**config.mk**
```make
export PLATFORM = sky130hd
export DESIGN_NAME = param_reg_file
export DESIGN_NICKNAME = d
export VERILOG_FILES = /design/src/rtl/regfile_pkg.sv /design/src/rtl/rf_read_port.sv /design/src/rtl/param_reg_file.sv
export SDC_FILE = /design/constraint.sdc
export NUM_CORES = 1
export LEC_CHECK = 0
export ABC_AREA = 1
export CAP_MARGIN = 40
export CORE_MARGIN = 2
export CORE_UTILIZATION = 60
export DETAILED_ROUTE_END_ITERATION = 16
export PLACE_DENSITY = 0.87
export SYNTH_ARGS = -nofsm -noshare
export SYNTH_HDL_FRONTEND = slang
export SYNTH_SLANG_ARGS = --single-unit
```
**constraint.sdc**
```tcl
create_clock -name clock -period 4.9 [get_ports clock]
set_input_delay 0.735 -clock clock [delete_from_list [all_inputs] [get_ports clock]]
set_output_delay 0.735 -clock clock [all_outputs]
set_load 0.01 [all_outputs]
```
**src/rtl/regfile_pkg.sv**
```systemverilog
// Shared constants and elaboration-time helpers for the parameterised register file.
package regfile_pkg;

  localparam int DEFAULT_WIDTH = 16;
  localparam int DEFAULT_DEPTH = 4;

  // Ceiling log2, used to size address buses from the register count.
  function automatic int clog2(input int value);
    int result;
    int remain;
    result = 0;
    remain = value - 1;
    while (remain > 0) begin
      result = result + 1;
      remain = remain >> 1;
    end
    return result;
  endfunction

endpackage

```
**src/rtl/rf_read_port.sv**
```systemverilog
// One combinational read port: storage select, write bypass, zero-register
// override and reservation-based valid flag.
module rf_read_port
  import regfile_pkg::*;
#(
  parameter int WIDTH    = DEFAULT_WIDTH,
  parameter int DEPTH    = DEFAULT_DEPTH,
  parameter int AW       = clog2(DEFAULT_DEPTH),
  parameter int ZERO_REG = 1
) (
  input  logic [DEPTH*WIDTH-1:0] i_regs_flat,
  input  logic [DEPTH-1:0]       i_pend,
  input  logic [AW-1:0]          i_rr,
  input  logic [AW-1:0]          i_wr,
  input  logic [WIDTH-1:0]       i_wd,
  input  logic                   i_wr_en,
  input  logic                   i_rsv_en,
  input  logic [AW-1:0]          i_rsv_addr,
  output logic [WIDTH-1:0]       o_rd,
  output logic                   o_rd_valid
);

  localparam logic [AW-1:0] ZERO_ADDR = {AW{1'b0}};
  localparam bit            ZR        = (ZERO_REG != 0);

  logic [WIDTH-1:0] w_words [DEPTH];

  genvar g;
  generate
    for (g = 0; g < DEPTH; g++) begin : g_unpack
      assign w_words[g] = i_regs_flat[g*WIDTH +: WIDTH];
    end
  endgenerate

  // Select read data and validity; the zero register beats bypass, bypass beats storage.
  // i_wr_en / i_rsv_en arrive already gated against the zero register.
  always_comb begin
    o_rd       = w_words[i_rr];
    o_rd_valid = ~i_pend[i_rr];
    if (ZR && (i_rr == ZERO_ADDR)) begin
      o_rd       = {WIDTH{1'b0}};
      o_rd_valid = 1'b1;
    end else if (i_wr_en && (i_wr == i_rr)) begin
      // A reservation landing on the same edge keeps the register pending.
      o_rd       = i_wd;
      o_rd_valid = ~(i_rsv_en && (i_rsv_addr == i_rr));
    end else begin
      o_rd       = w_words[i_rr];
      o_rd_valid = ~i_pend[i_rr];
    end
  end

endmodule

```
**src/rtl/param_reg_file.sv**
```systemverilog
// Two-read/one-write register file with per-register pending (reservation)
// bits, same-cycle write bypass and an optional hardwired zero register.
module param_reg_file
  import regfile_pkg::*;
#(
  parameter int    WIDTH    = DEFAULT_WIDTH,
  parameter int    DEPTH    = DEFAULT_DEPTH,
  parameter int    ZERO_REG = 1,
  localparam int   AW       = clog2(DEPTH)
) (
  input  logic             clock,
  input  logic             reset,
  input  logic [AW-1:0]    rr1,
  input  logic [AW-1:0]    rr2,
  output logic [WIDTH-1:0] rd1,
  output logic [WIDTH-1:0] rd2,
  output logic             rd1_valid,
  output logic             rd2_valid,
  input  logic [AW-1:0]    wr,
  input  logic [WIDTH-1:0] wd,
  input  logic             regwrite,
  input  logic             rsv_en,
  input  logic [AW-1:0]    rsv_addr,
  output logic             any_pending
);

  localparam logic [AW-1:0] ZERO_ADDR = {AW{1'b0}};
  localparam bit            ZR        = (ZERO_REG != 0);

  logic [WIDTH-1:0]       r_regs [DEPTH];
  logic [DEPTH-1:0]       r_pend;
  logic [DEPTH-1:0]       w_pend_next;
  logic                   w_wr_en;
  logic                   w_rsv_en;
  logic [DEPTH*WIDTH-1:0] w_regs_flat;

  genvar g;
  generate
    for (g = 0; g < DEPTH; g++) begin : g_flat
      assign w_regs_flat[g*WIDTH +: WIDTH] = r_regs[g];
    end
  endgenerate

  // Suppress writes and reservations aimed at the hardwired zero register.
  always_comb begin
    w_wr_en  = regwrite;
    w_rsv_en = rsv_en;
    if (ZR && (wr == ZERO_ADDR)) begin
      w_wr_en = 1'b0;
    end else begin
      w_wr_en = regwrite;
    end
    if (ZR && (rsv_addr == ZERO_ADDR)) begin
      w_rsv_en = 1'b0;
    end else begin
      w_rsv_en = rsv_en;
    end
  end

  // Next pending vector: a write clears its target, then a reservation sets
  // its target, so a same-edge reserve of the written register stays pending.
  always_comb begin
    w_pend_next = r_pend;
    if (w_wr_en) begin
      w_pend_next[wr] = 1'b0;
    end else begin
      w_pend_next[wr] = r_pend[wr];
    end
    if (w_rsv_en) begin
      w_pend_next[rsv_addr] = 1'b1;
    end else begin
      w_pend_next[rsv_addr] = w_pend_next[rsv_addr];
    end
  end

  // Storage and pending state; reset wins over any concurrent write or reserve.
  always_ff @(posedge clock) begin
    if (reset) begin
      for (int i = 0; i < DEPTH; i++) begin
        r_regs[i] <= {WIDTH{1'b0}};
      end
      r_pend <= {DEPTH{1'b0}};
    end else begin
      if (w_wr_en) begin
        r_regs[wr] <= wd;
      end
      r_pend <= w_pend_next;
    end
  end

  assign any_pending = |r_pend;

  rf_read_port #(
    .WIDTH    (WIDTH),
    .DEPTH    (DEPTH),
    .AW       (AW),
    .ZERO_REG (ZERO_REG)
  ) u_port1 (
    .i_regs_flat (w_regs_flat),
    .i_pend      (r_pend),
    .i_rr        (rr1),
    .i_wr        (wr),
    .i_wd        (wd),
    .i_wr_en     (w_wr_en),
    .i_rsv_en    (w_rsv_en),
    .i_rsv_addr  (rsv_addr),
    .o_rd        (rd1),
    .o_rd_valid  (rd1_valid)
  );

  rf_read_port #(
    .WIDTH    (WIDTH),
    .DEPTH    (DEPTH),
    .AW       (AW),
    .ZERO_REG (ZERO_REG)
  ) u_port2 (
    .i_regs_flat (w_regs_flat),
    .i_pend      (r_pend),
    .i_rr        (rr2),
    .i_wr        (wr),
    .i_wd        (wd),
    .i_wr_en     (w_wr_en),
    .i_rsv_en    (w_rsv_en),
    .i_rsv_addr  (rsv_addr),
    .o_rd        (rd2),
    .o_rd_valid  (rd2_valid)
  );

endmodule

```
==> impl_metrics.ini, run 1 <==
[logic_synthesis]
async_reset_ff_share_pct = 0
ys_ff_latch = 68
syn_avg_cell_area_um2 = 6.96
yosysWarnings = 0
syn-instance-count = 659
synth_edf_count = 64
yosysSeqAreaShare_pct = 43.7
ys_types = 27
synthFlopType = edfxtp_1
syn-cell-area_um2 = 4590

[floorplan]
start_util_pct = 62.6
rows = 31
die_h_um = 91.4
ioPinCount = 63
die_w_um = 91.4
dieArea_um2 = 8360
fp.coreArea_um2 = 7330

[final_layout]
layout-drive-gt1-share_pct = 9.93
final_cell_mix = nand2_1, nor2_1, edfxtp_1
layout_commonest_cell = nand2_1
final_area_um2 = 5500
final_net_count = 748
antenna_cells = 0
area_delta_synth_final_pct = 20.0

[placed_design]
dpl_cell_area_um2 = 5290
hpwl_mm = 8.74
port_buffers = 62
gp_congestion = 0.909

[sta]
layout_min_cycle_time_ns = 4.18
slew_headroom_pct = 38.8
rsz0062_at_grt = false
tns_ns = 0
report.final.slew_viol_count = 0
worst_pin_slew_ns = 0.913
clock.fmax_ghz = 0.239
hold_viol = 0
fin_crit_sh_pct = 85.2
clock_skew_ns = 0
finalSetupViolCount = 0

[outcome]
outcome = complete, no violations

[drt]
dr.pass1.iters = 5
wl_mm = 13.8
wl_per_cell_um = 16.8
drtIter0Drc = 463
postRouteAntennaNets = 0
vias = 4705
route.detailed.drc = 0
routed_via_density = 5.71

[clock_network]
hold_buffers = 0
numCtsBuffers = 9
post_cts_buffers = 0
clock_latency_ns = 0.36
cts_resized = 0
htreeDepth = 3
cts-root-buf = clkbuf_8
max-clock-path-buffers = 2
cts_sinks = 68
path_clk_slew_ns = 0.08
cts_tree = yes

[power]
power_leakage_nw = 2.61
pwr-share-seq_pct = 43.8
power.switching_uw = 485
p_clk_share_pct = 31.8
power_density_nw_per_um2 = 294
p_comb_share_pct = 24.4
peakVddDrop_mv = 0.203
totalPowerFinal_mw = 1.62
internal-power_mw = 1.13
swShare_pct = 30.0

[setup_path]
worstPathArrival_ns = 3.44
cp-end-kind = output port
critical_path.max_stage_delay_ns = 0.69
crit_path_start_kind = input port
critPathMaxFanout = 19
crit_required_ns = 4.16
critPathBufInv = 4
crit_family = buffers and inverters
criticalPathCategory = in2out
cp_slowest_cell = clkdlybuf4s50_1
crit_chain = clkdlybuf4s50_1, inv_2, nand2_1, nand2_2, nand3_4, nand2_1, inv_1, nor2_1, clkdlybuf4s50_1

[global_route]
overflow = 0
grt_pass1_wl_mm = 22.1
grt_pass1_vias = 4547
antenna_found_initial = 0
grtUsageTotal_pct = 34.0
grt_max_degree = 28

[flow_run]
max_cap_viol_count = 0

[worst_hold_path]
hold_class = reg2reg
worst paths after layout:
check / start / end / slack [ns] / cells past startpoint
max: rr1[0] / rd1[2] / 0.72 / 9
min: r_pend[0] / r_pend[0] / 0.49 / 2
max reg2reg: r_pend[2] / r_pend[2] / 4.09 / 4
min reg2reg: r_pend[0] / r_pend[0] / 0.49 / 2
tightest hold or removal path, stage by stage (launching register included):
cell,delay [ns]
dfxtp_1,0.33
inv_1,0.08
nor2_1,0.04
sequential cells by signal, summed over array words and instances, names as in the netlist:
name    cells
r_pend      4
r_regs     64
through the flow:
stage	hold WS (ns)	instances	setup slack, ns	util (%)
2_1_floorplan	0.438	674	2.23	-
3_3_place_gp	0.478	808	0.871	72.2
3_5_place_dp	0.481	808	0.800	72.2
4_1_cts	0.494	824	0.779	75.1
5_1_grt	0.511	824	0.592	75.1
6_report	0.492	824	0.723	75.1
per-layer routing:
layer / up-vias / wire length (um) / global-route usage (%)
met4: 0 / 553 / 19.8
met2: 357 / 6840 / 58.3
met5: - / 0 / 0
li1: 2184 / - / -
met1: 2095 / 4940 / 39.8
met3: 69 / 1500 / 5.73
layout make-up:
type	instances	area, um^2
repair buffers	74	711
multi-input cells	514	2250
fillers	526	1830
inverters	53	199
clock inverters	7	90.1
clock buffers	9	124
flip-flops and latches	68	2000
well taps	99	124
power groups by stage:
stage | sequential [mW] | clock [mW] | combinational (mW)
2_1_floorplan | 0.710 | 0 | 0.234
5_1_grt | 0.710 | 0.543 | 0.429
4_1_cts | 0.705 | 0.516 | 0.388
6_report | 0.707 | 0.514 | 0.395
3_5_place_dp | 0.718 | 0 | 0.384
3_3_place_gp | 0.715 | 0 | 0.375
Yosys cell counts, drive strengths merged (3+ instances only):
cell | count | area, um^2
nand2 | 219 | 842
nor2 | 163 | 643
edfxtp | 64 | 1920
inv | 53 | 199
nand3 | 44 | 233
nand4 | 30 | 188
or2 | 28 | 175
buf | 27 | 146
clkbuf | 12 | 45.0
xnor2 | 5 | 51.3
dfxtp | 4 | 80.1
a21oi | 3 | 15.0
a31oi | 3 | 18.8
logic make-up after synthesis:
group           after synthesis  synth area share [%]
simple gates                484                  45.4
other cells                   1                0.0818
flops                        68                  43.7
compound gates                8                  1.06
buf+inv                      92                  8.51
xor+xnor                      6                  1.31
No activity file was read; power rests on OpenSTA's default activity.
==> run 2, diff against run 1 <==
Settings changed: CORE_UTILIZATION 60 to 70, DONT_BUFFER_PORTS set to 1, SYNTH_HIERARCHICAL set to 1.
==> run 2 against run 1 <==
Against the previous run:
- utilization up 0.19 points
- clock power down 29%
- clock skew unchanged
- area after synthesis up 10%
- cell count up 6.1%
- non-clock buffer count down 70
- sequential power about the same
- largest cell class unchanged
==> impl_metrics.ini, run 2 <==
[sta]
layout_min_cycle_time_ns = 3.05
clock_skew_ns = 0
slew_headroom_pct = 46.4
hold_viol = 0
finalSetupViolCount = 0
tns_ns = 0
holdWs_ns = 0.463
worst_pin_slew_ns = 0.802
clock.fmax_ghz = 0.328
rsz0062_at_grt = false
fin_crit_sh_pct = 62.3
report.final.slew_viol_count = 0

[logic_synthesis]
yosys-top-cells-area = edfxtp_1, nand2_1, inv_1
yosysMostFrequentCell = nand2_1
ys_types = 26
synth_top_area_share_pct = 38.0
yosysSeqAreaShare_pct = 39.6
yosysWarnings = 6
synth_edf_count = 64
ys_ff_latch = 68
syn-cell-area_um2 = 5060
synth_largest_area_cell = edfxtp_1
async_reset_ff_share_pct = 0
syn-instance-count = 779
syn_avg_cell_area_um2 = 6.50
ys_top_cells_by_count = nand2_1, inv_1, nand3_1
synthFlopType = edfxtp_1

[global_route]
grtUsageTotal_pct = 35.1
antenna_found_initial = 0
overflow = 0
grt_max_degree = 38
grt_pass1_wl_mm = 20.7
grt_pass1_vias = 4466

[worst_hold_path]
min_to = r_pend[1]
hold_depth = 1
hp-start = reset
hold_class = in2reg

[final_layout]
max_flop_register = r_regs
regArea_um2 = 2000
largest_registers = r_regs (64), r_pend (4)
multi_input_area_um2 = 2140
area_delta_synth_final_pct = 2.72
final_cell_mix = nand2_1, inv_1, nand3_1
final_net_count = 803
layout_commonest_cell = nand2_1
final_area_um2 = 5200
layout-drive-gt1-share_pct = 4.88
fillCellCount = 553
antenna_cells = 0
largest_reg_flops = 64

[drt]
wl_per_cell_um = 15.4
postRouteAntennaNets = 0
routed_via_density = 5.45
drtIter0Drc = 527
vias = 4760
route.detailed.drc = 0
dr.pass1.iters = 6
wl_mm = 13.4

[clock_network]
cts_resized = 0
cts_sinks = 68
path_clk_slew_ns = 0.07
numCtsBuffers = 9
max-clock-path-buffers = 2
htreeDepth = 3
cts-root-buf = clkbuf_8
clock_latency_ns = 0.34
post_cts_buffers = 0
cts_tree = yes
hold_buffers = 0

[floorplan]
die_h_um = 89.0
fp.coreArea_um2 = 6910
start_util_pct = 73.3
ioPinCount = 63
die_w_um = 89.0
rows = 30
dieArea_um2 = 7930

[power]
totalPowerFinal_mw = 1.37
power.switching_uw = 425
swShare_pct = 31.1
power_density_nw_per_um2 = 263
peakVddDrop_mv = 0.165
p_comb_share_pct = 21.6
power_leakage_nw = 3.02
p_clk_share_pct = 26.9
internal-power_uw = 941
pwr-share-seq_pct = 51.5

[setup_path]
rrSetupSlack_ns = 4.13
cp-end-kind = output port
critical_path.max_stage_delay_ns = 0.69
crit_required_ns = 4.16
reg2regPathDepth = 4
r2r_end = r_pend[1]
critPathBufInv = 1
criticalPathCategory = in2out
cp_slowest_cell = nand2_1
crit_chain = inv_1, nand2_1, nand3_1
critPathMaxFanout = 20
crit_path_start_kind = input port
crit_family = simple AND/OR/NAND/NOR gates
worstPathArrival_ns = 2.32
r2r_start = r_pend[1]

[outcome]
outcome = complete, no violations

[placed_design]
dpl_cell_area_um2 = 5050
port_buffers = 0
hpwl_mm = 8.29
gp_congestion = 0.839

[flow_run]
max_cap_viol_count = 0
## run 2: stage by stage
stage / utilization (%) / std cells / setup WS (ns)
5_1_grt: 75.3 / 874 / 1.77
6_report: 75.3 / 874 / 1.85
4_1_cts: 75.3 / 874 / 1.90
3_5_place_dp: 73.2 / 860 / 1.90
3_3_place_gp: 73.2 / 860 / 1.92
2_1_floorplan: - / 794 / 2.34
## run 2: cell type report
cell class,count,share of cell area [%]
Inverter,202,14.7
Clock inverter,5,0.409
Clock buffer,9,2.38
Timing Repair Buffer,4,0.578
Multi-Input combinational cell,490,41.1
Tap cell,96,2.31
Sequential cell,68,38.5
## run 2: kinds of logic after synthesis
logic type	share of synthesized area (%)
buffers and inverters	19.4
AOI/OAI and AO/OA	1.34
DFF	39.6
other	0.0741
and+or+nand+nor	39.3
xor gates and xnor gates	0.346
## run 2: how the worst max path moves through the flow
stage | slack (ns) | from | endpoint | cells after the start
after detailed placement | 1.90 | rr1[1] | rd1_valid | 3
after global routing | 1.77 | rr1[1] | rd1[9] | 4
after global placement | 1.92 | rr1[1] | rd1_valid | 3
final | 1.85 | rr1[1] | rd1_valid | 3
after CTS | 1.90 | rr1[1] | rd1_valid | 3
after floorplan | 2.34 | wr[1] | r_regs[1][0] | 3
## run 2: worst reg2reg max path: cells and delay by family, from the launching register on
| kind | cells | cell delay (ns) |
|---|---|---|
| DFF | 1 | 0.36 |
| and+or+nand+nor | 1 | 0.08 |
| AOI/OAI and AO/OA | 2 | 0.21 |
| buffers and inverters | 1 | 0.07 |
## run 2: power groups by stage
stage | combinational (mW) | clock (mW) | sequential [mW]
after floorplan | 0.252 | 0 | 0.711
after global placement | 0.276 | 0 | 0.714
after detailed placement | 0.287 | 0 | 0.716
after CTS | 0.288 | 0.366 | 0.704
after global routing | 0.326 | 0.391 | 0.709
final | 0.295 | 0.367 | 0.704
## run 2: layer usage
layer | vias up | global-route usage [%] | share of wire (%)
li1 | 2273 | - | -
met1 | 2119 | 42.1 | 36
met2 | 321 | 62.3 | 49
met3 | 47 | 5.17 | 13
met4 | 0 | 16.6 | 3.1
met5 | - | 0 | 0
